$ cat config.mk
export PLATFORM = sky130hd
export DESIGN_NAME = stream_demux_wrap
export DESIGN_NICKNAME = d
export VERILOG_FILES = /design/src/rtl/stream_demux_pkg.sv /design/src/rtl/stream_demux_wrap.sv /design/src/rtl/stream_reg.sv /design/src/rtl/stream_demux.sv
export SDC_FILE = /design/constraint.sdc
export NUM_CORES = 1
export LEC_CHECK = 0
export ABC_AREA = 0
export BUFFER_PORTS_ARGS = -buffer_cell sky130_fd_sc_hd__buf_2
export CAP_MARGIN = 20
export CORE_MARGIN = 3
export CORE_UTILIZATION = 48
export CTS_BUF_LIST = sky130_fd_sc_hd__clkbuf_2
export DETAILED_ROUTE_END_ITERATION = 6
export PLACE_DENSITY = 0.78
export RECOVER_POWER = 50
export SETUP_SLACK_MARGIN = 0.4
export SYNTH_ARGS = -nofsm -noshare
export SYNTH_HDL_FRONTEND = slang
export SYNTH_HIERARCHICAL = 1
export SYNTH_SLANG_ARGS = --single-unit
$ cat constraint.sdc
create_clock -name clk -period 2.6 [get_ports clk]
set_input_delay 0.26 -clock clk [delete_from_list [all_inputs] [get_ports clk]]
set_output_delay 0.26 -clock clk [all_outputs]
set_load 0.01 [all_outputs]
$ cat src/rtl/stream_demux_pkg.sv
// Shared constants for the stream demultiplexer slice.
//   CTRL_DEFAULT / DATA_WIDTH_DEFAULT : default select and payload widths
//   WRAP_CTRL / WRAP_DATA_WIDTH       : fixed widths of the lint/synthesis wrapper
package stream_demux_pkg;

  localparam int CTRL_DEFAULT       = 2;
  localparam int DATA_WIDTH_DEFAULT = 1;
  localparam int WRAP_CTRL          = 3;
  localparam int WRAP_DATA_WIDTH    = 8;

endpackage

$ cat src/rtl/stream_demux_wrap.sv
// Fixed-width instance of stream_demux (8 channels, 8-bit payload) used as a
// standalone synthesis/lint target. Ports mirror stream_demux.
module stream_demux_wrap
  import stream_demux_pkg::*;
(
  input  logic                       clk,
  input  logic                       reset,
  input  logic                       inp_valid,
  output logic                       inp_ready,
  input  logic [WRAP_DATA_WIDTH-1:0] inp,
  input  logic [WRAP_CTRL-1:0]       ctrl,
  output logic [WRAP_DATA_WIDTH-1:0] out [2**WRAP_CTRL],
  output logic [2**WRAP_CTRL-1:0]    out_valid,
  input  logic [2**WRAP_CTRL-1:0]    out_ready,
  output logic [WRAP_CTRL:0]         pending
);

  stream_demux #(
    .CTRL      (WRAP_CTRL),
    .DATA_WIDTH(WRAP_DATA_WIDTH)
  ) u_demux (
    .clk      (clk),
    .reset    (reset),
    .inp_valid(inp_valid),
    .inp_ready(inp_ready),
    .inp      (inp),
    .ctrl     (ctrl),
    .out      (out),
    .out_valid(out_valid),
    .out_ready(out_ready),
    .pending  (pending)
  );

endmodule

$ cat src/rtl/stream_reg.sv
// Single-entry stream register (one payload word plus a full flag).
//   clk, reset : rising-edge clock, synchronous active-high reset
//   load, data : write data and mark full at the next edge
//   drain      : downstream accept; empties the entry when full and not reloaded
//   valid, out : full flag and stored payload (zero while empty)
module stream_reg
  import stream_demux_pkg::*;
#(
  parameter int DATA_WIDTH = DATA_WIDTH_DEFAULT
) (
  input  logic                  clk,
  input  logic                  reset,
  input  logic                  load,
  input  logic [DATA_WIDTH-1:0] data,
  input  logic                  drain,
  output logic                  valid,
  output logic [DATA_WIDTH-1:0] out
);

  logic                  full_q, full_d;
  logic [DATA_WIDTH-1:0] data_q, data_d;

  // A reload in the same cycle as a drain keeps the entry full with new data.
  always_comb begin
    full_d = full_q;
    data_d = data_q;
    if (full_q && drain) full_d = 1'b0;
    if (load) begin
      full_d = 1'b1;
      data_d = data;
    end
  end

  always_ff @(posedge clk) begin
    if (reset) begin
      full_q <= 1'b0;
      data_q <= '0;
    end else begin
      full_q <= full_d;
      data_q <= data_d;
    end
  end

  assign valid = full_q;
  assign out   = full_q ? data_q : '0;

endmodule

$ cat src/rtl/stream_demux.sv
// Stream demultiplexer: routes each upstream beat to channel ctrl, with one
// independent single-entry register per channel.
//   clk, reset           : rising-edge clock, synchronous active-high reset
//   inp_valid/inp_ready  : upstream handshake; inp payload, ctrl destination
//   out[N]/out_valid[N]  : per-channel payload and beat-present flags
//   out_ready[N]         : per-channel downstream accept
//   pending              : number of channels currently holding a beat
`ifndef STREAM_DEMUX_SV
`define STREAM_DEMUX_SV
module stream_demux
  import stream_demux_pkg::*;
#(
  parameter int CTRL       = CTRL_DEFAULT,
  parameter int DATA_WIDTH = DATA_WIDTH_DEFAULT
) (
  input  logic                  clk,
  input  logic                  reset,
  input  logic                  inp_valid,
  output logic                  inp_ready,
  input  logic [DATA_WIDTH-1:0] inp,
  input  logic [CTRL-1:0]       ctrl,
  output logic [DATA_WIDTH-1:0] out [2**CTRL],
  output logic [2**CTRL-1:0]    out_valid,
  input  logic [2**CTRL-1:0]    out_ready,
  output logic [CTRL:0]         pending
);

  localparam int unsigned N  = 2**CTRL;
  localparam int          PW = CTRL + 1;

  logic [N-1:0] load;

  // Ready depends only on the selected channel's state, never on inp_valid.
  always_comb begin
    load      = '0;
    inp_ready = !out_valid[ctrl] | out_ready[ctrl];
    if (inp_valid && inp_ready) load[ctrl] = 1'b1;
  end

  for (genvar g = 0; g < N; g++) begin : g_chan
    stream_reg #(
      .DATA_WIDTH(DATA_WIDTH)
    ) u_reg (
      .clk  (clk),
      .reset(reset),
      .load (load[g]),
      .data (inp),
      .drain(out_ready[g]),
      .valid(out_valid[g]),
      .out  (out[g])
    );
  end

  always_comb begin
    pending = '0;
    for (int unsigned i = 0; i < N; i++) begin
      pending = pending + PW'(out_valid[i]);
    end
  end

endmodule
`endif

# ---- Yosys cells after proc, flatten, opt, wreduce, memory -nomap -nowiden
# Index checks and enable logic that the tools add are counted.
dict set report totals {
  in_bits 22
  output_inout_bits 77
  ff_bits 72
}
dict set report op_classes {
  mux 31
  bitwise 1
  n_reduce_logical 19
  addsub 7
  order_cmp 2
}
# op n
set op_table {}
lappend op_table {{8-bit two-way mux} 9}
lappend op_table {{4-bit by 1-bit adder with 4-bit output} 6}
lappend op_table {{1-bit two-way mux} 19}
lappend op_table {{2-bit nonzero test} 8}
lappend op_table {{1-bit logical AND} 10}
lappend op_table {{1-bit binary-select mux with 3-bit select} 2}
lappend op_table {{3-bit by 4-bit < comparator with 1-bit output (second input constant)} 1}
lappend op_table {{1-bit demux with 3-bit select} 1}
lappend op_table {{3-bit by 1-bit >= comparator with 1-bit output (second input constant)} 1}
lappend op_table {{1-bit by 1-bit adder with 2-bit output} 1}
lappend op_table {{1-bit zero test} 1}
lappend op_table {{1-bit bitwise OR} 1}

# ---- Depth between registers and ports, before layout
dict set report depth {
  depth_word 7
  depth_mapped 9
}

# ---- Hierarchy
# Netlist, hierarchy kept.
# mod area_per_inst_um2 n_inst seq_area_each_um2 cells_per_inst
set by_module_without_submodules {}
lappend by_module_without_submodules {stream_reg 371.6 8 180.2 38}
lappend by_module_without_submodules {stream_demux 425.4 1 0.0 60}

# ---- Worst setup path after synthesis
# OpenSTA, ideal clock, no wires.
dict set report synth_path {
  kind {register to output}
  start {register u_demux.g_chan[0].u_reg.full_q}
  end {output port pending[2]}
  path_slack_ps -388
  path_buffers 0
  path_stages_with_launch 10
  arrival_ps 2728
  cell_sequence {dfxtp_1 -> fa_1 -> inv_1 -> fa_1 -> fa_1 -> inv_1 -> ha_1 -> inv_1 -> fa_1 -> xnor2_1}
}
dict set report synth_between {
  elab_chain_cells 7
}
# element line
set synth_rtl {}
lappend synth_rtl {{start, declared} stream_reg.sv:20} ;# logic full_q, full_d;
lappend synth_rtl {{start signal, assigned} stream_reg.sv:39} ;# full_q <= full_d;
lappend synth_rtl {{1-bit by 1-bit adder with 2-bit output} stream_demux.sv:57} ;# pending = pending + PW'(out_valid[i]);
lappend synth_rtl {{4-bit by 1-bit adder with 4-bit output (6 in a row)} stream_demux.sv:57}
lappend synth_rtl {{end, declared} stream_demux_wrap.sv:15} ;# output logic [WRAP_CTRL:0] pending
# Every way passes these cells.

# ---- Worst setup path after layout
dict set report layout_path {
  start {register u_demux.g_chan[0].u_reg.full_q}
  end {output port pending[1]}
}
# The elaborated chain is that of the path after synthesis.

==> impl_metrics.json <==
{
  "status": "finished with violations",
  "violations": "negative setup slack",
  "min_path_cells": 3,
  "grtUsageTotal": 0.209,
  "ys_async_sr_fraction": 0,
  "post-route-util": 0.597,
  "wire_per_inst_um": 14.9,
  "portBuffers": 98,
  "cts-buffers-inserted": 9,
  "area_growth_pct": 20.0,
  "h-tree-depth": 3,
  "cts_max_path_buffers": 2,
  "first_pass_iters": 4,
  "drc": 0,
  "r2r_end": "u_demux/g_chan[7].u_reg/data_q[0]$_SDFFE_PP0P_",
  "hp-start": "out_ready[7]",
  "grt_pass1_vias": 2668,
  "cts_setup_buffers": 0,
  "period_share": 1.35,
  "cts-root-buf": "clkbuf_2",
  "fmax_mhz": 284,
  "setup_ws_ps": -919,
  "drive_above_1_share": 0.220,
  "synth.area.top_cells": "dfxtp_1, mux2i_1, and2_1",
  "clk_pin_slew_ps": 180,
  "cap_violations": 0,
  "dieArea_mm2": 0.00813,
  "syn-num-nets": 393,
  "synthMuxAreaShare": 0.197,
  "cp.arrival_ps": 3260,
  "cts_sinks": 72,
  "diodes": 0,
  "reg2reg_depth": 7,
  "slew_violations": 0,
  "yosys_warnings": 6,
  "critPathRequiredTime_ps": 2340,
  "nets": 498,
  "synth-simple-area-share": 0.238,
  "synth_adder_area_share": 0.0346,
  "dpl_cell_area_mm2": 0.00401,
  "synthesis.area_mm2": 0.00340,
  "min_path_type": "input pin to flop",
  "cp_common_cell": "inv_2",
  "antenna_left": 0,
  "worstSetupPathType": "flop to output pin",
  "cp_cell_sequence": "fa_1 > inv_2 > fa_1 > fa_2 > inv_2 > ha_4 > inv_2 > fa_2 > inv_2 > buf_6",
  "fin_area_mm2": 0.00408,
  "synth_seq_area_share": 0.424,
  "synth-main-ff-cell": "dfxtp_1",
  "dieHeight_um": 90.1,
  "insertion_delay_ps": 490,
  "setup_viol": 4,
  "final-hold-violation-count": 0,
  "overflow": 0,
  "final_common_cell": "dfxtp_1",
  "globalplace.congestion": 0.923,
  "rr_startpoint": "u_demux/g_chan[3].u_reg/valid$_SDFFE_PP0P_",
  "grt_max_degree": 32,
  "initial_core_util": 0.497,
  "drt_iter0_markers": 175,
  "antenna_found_initial": 0,
  "synth_compound_area_frac": 0.0405,
  "dp.cells": 554,
  "final_cell_mix": "dfxtp_1, buf_2, mux2i_1",
  "synth_top_cell_area_share": 0.424,
  "crit_path_max_fanout": 2,
  "nFillCells": 655,
  "p_leak_uw": 0.00169,
  "ys_ff_latch": 72,
  "fin_crit_ps": 3520,
  "fin_skew_ps": 32.2,
  "vias_per_cell": 4.86,
  "hpwl_um": 5950,
  "slew_headroom": 0.421,
  "max-vdd-ir-drop_uv": 276,
  "cts_tree": "yes",
  "syn_inst": 364,
  "rsz0062_at_grt": "yes",
  "synth_area_per_cell_um2": 9.34,
  "core_mm2": 0.00683,
  "routed_wl_um": 8480,
  "synth.distinct_cells": 30,
  "synth_top_family_by_area": "simple AND/OR/NAND/NOR gates",
  "vias": 2767,
  "cp-end-kind": "output pin",
  "synth_edf_count": 0,
  "start_kind": "flop",
  "grt_pass1_wl_um": 13500,
  "final_cell_count_no_fill": 569,
  "slowest_stage": "fa_1",
  "synth_xor_xnor_area_share": 0.00258,
  "hold_buffers": 0,
  "holdPathEnd": "u_demux/g_chan[7].u_reg/valid$_SDFFE_PP0P_",
  "die_w_um": 90.1,
  "floorplan.io_pins": 99,
  "reg2reg_slack_ps": 420,
  "worst_slew_pin_slew_ps": 865,
  "netlist.top_cell.by_area": "dfxtp_1",
  "powerDensity_mw_per_mm2": 470,
  "max_stage_delay_ps": 540,
  "hold_ws_ps": 50.3,
  "rows": 30
}
==> flip-flops by register name (all words and copies together), names as in the netlist <==
register and flops:
u_demux/g_chan.u_reg/valid 8, u_demux/g_chan.u_reg/data_q 64
==> cells in the mapped netlist (2+ instances only) <==
cell type / count
a211oi_1: 2
a21o_1: 2
mux2i_1: 67
ha_1: 3
dfxtp_1: 72
nor3_1: 5
nand2_1: 5
and2_1: 64
nand2b_1: 10
inv_1: 20
buf_6: 8
a21oi_1: 11
fa_1: 4
clkbuf_2: 8
nor2_1: 66
nor2b_1: 3
==> logic make-up after synthesis <==
kind of cell    Yosys count
fa+ha+maj                 7
compound gates           21
xor+xnor                  1
flops                    72
mux                      67
buf+inv                  38
simple gates            158
==> through the flow <==
stage	TNS, ps	power (uW)	setup WS (ps)
floorplan	-543	1280	-277
global placement	-674	1340	-355
detailed placement	-895	1350	-426
CTS	-2940	1930	-939
global route	-3410	1990	-1030
finish	-2900	1920	-919
==> worst max-delay path by stage <==
stage	from	to	slack [ps]
after floorplan	u_demux/g_chan[0].u_reg/valid$_SDFFE_PP0P_	pending[1]	-280
after CTS	u_demux/g_chan[0].u_reg/valid$_SDFFE_PP0P_	pending[1]	-940
final	u_demux/g_chan[0].u_reg/valid$_SDFFE_PP0P_	pending[1]	-920
after detailed placement	u_demux/g_chan[0].u_reg/valid$_SDFFE_PP0P_	pending[1]	-430
after global placement	u_demux/g_chan[0].u_reg/valid$_SDFFE_PP0P_	pending[1]	-360
after global routing	u_demux/g_chan[0].u_reg/valid$_SDFFE_PP0P_	pending[1]	-1030
==> final cells by class <==
| type | instances | area (um2) | share of cell area |
|---|---|---|---|
| clock inverters | 4 | 45.0 | 0.0110 |
| inverters | 20 | 75.1 | 0.0184 |
| multi-input cells | 254 | 1790 | 0.439 |
| flip-flops and latches | 72 | 1450 | 0.355 |
| clock buffers | 11 | 55.1 | 0.0135 |
| repair buffers | 112 | 546 | 0.134 |
| well taps | 96 | 120 | 0.0295 |
==> power breakdown <==
group	switching [uW]	internal [uW]	total, uW
clock	360	222	582
combinational	120	75.7	195
sequential	12.3	1130	1140
==> layer usage <==
metal	wire [um]	share of wire	global-route usage	vias up
met5	0	0	0	-
met4	105	0.012	0.0778	0
met3	430	0.051	0.0427	12
met2	4060	0.48	0.346	77
met1	3880	0.46	0.268	1292
li1	-	-	-	1386
==> critical path, delay by kind of cell, from the launching register on <==
| kind | cells | cell delay (ps) |
|---|---|---|
| flip-flops | 1 | 370 |
| buffers and inverters | 5 | 290 |
| adder cells (fa/ha/maj) | 5 | 2130 |
==> timing repair <==
item                                    CTS  global route
pin swaps                                 1             1
resized for setup                         5             5
endpoints found under the setup margin    5             7
No activity file was read; power rests on OpenSTA's default activity.
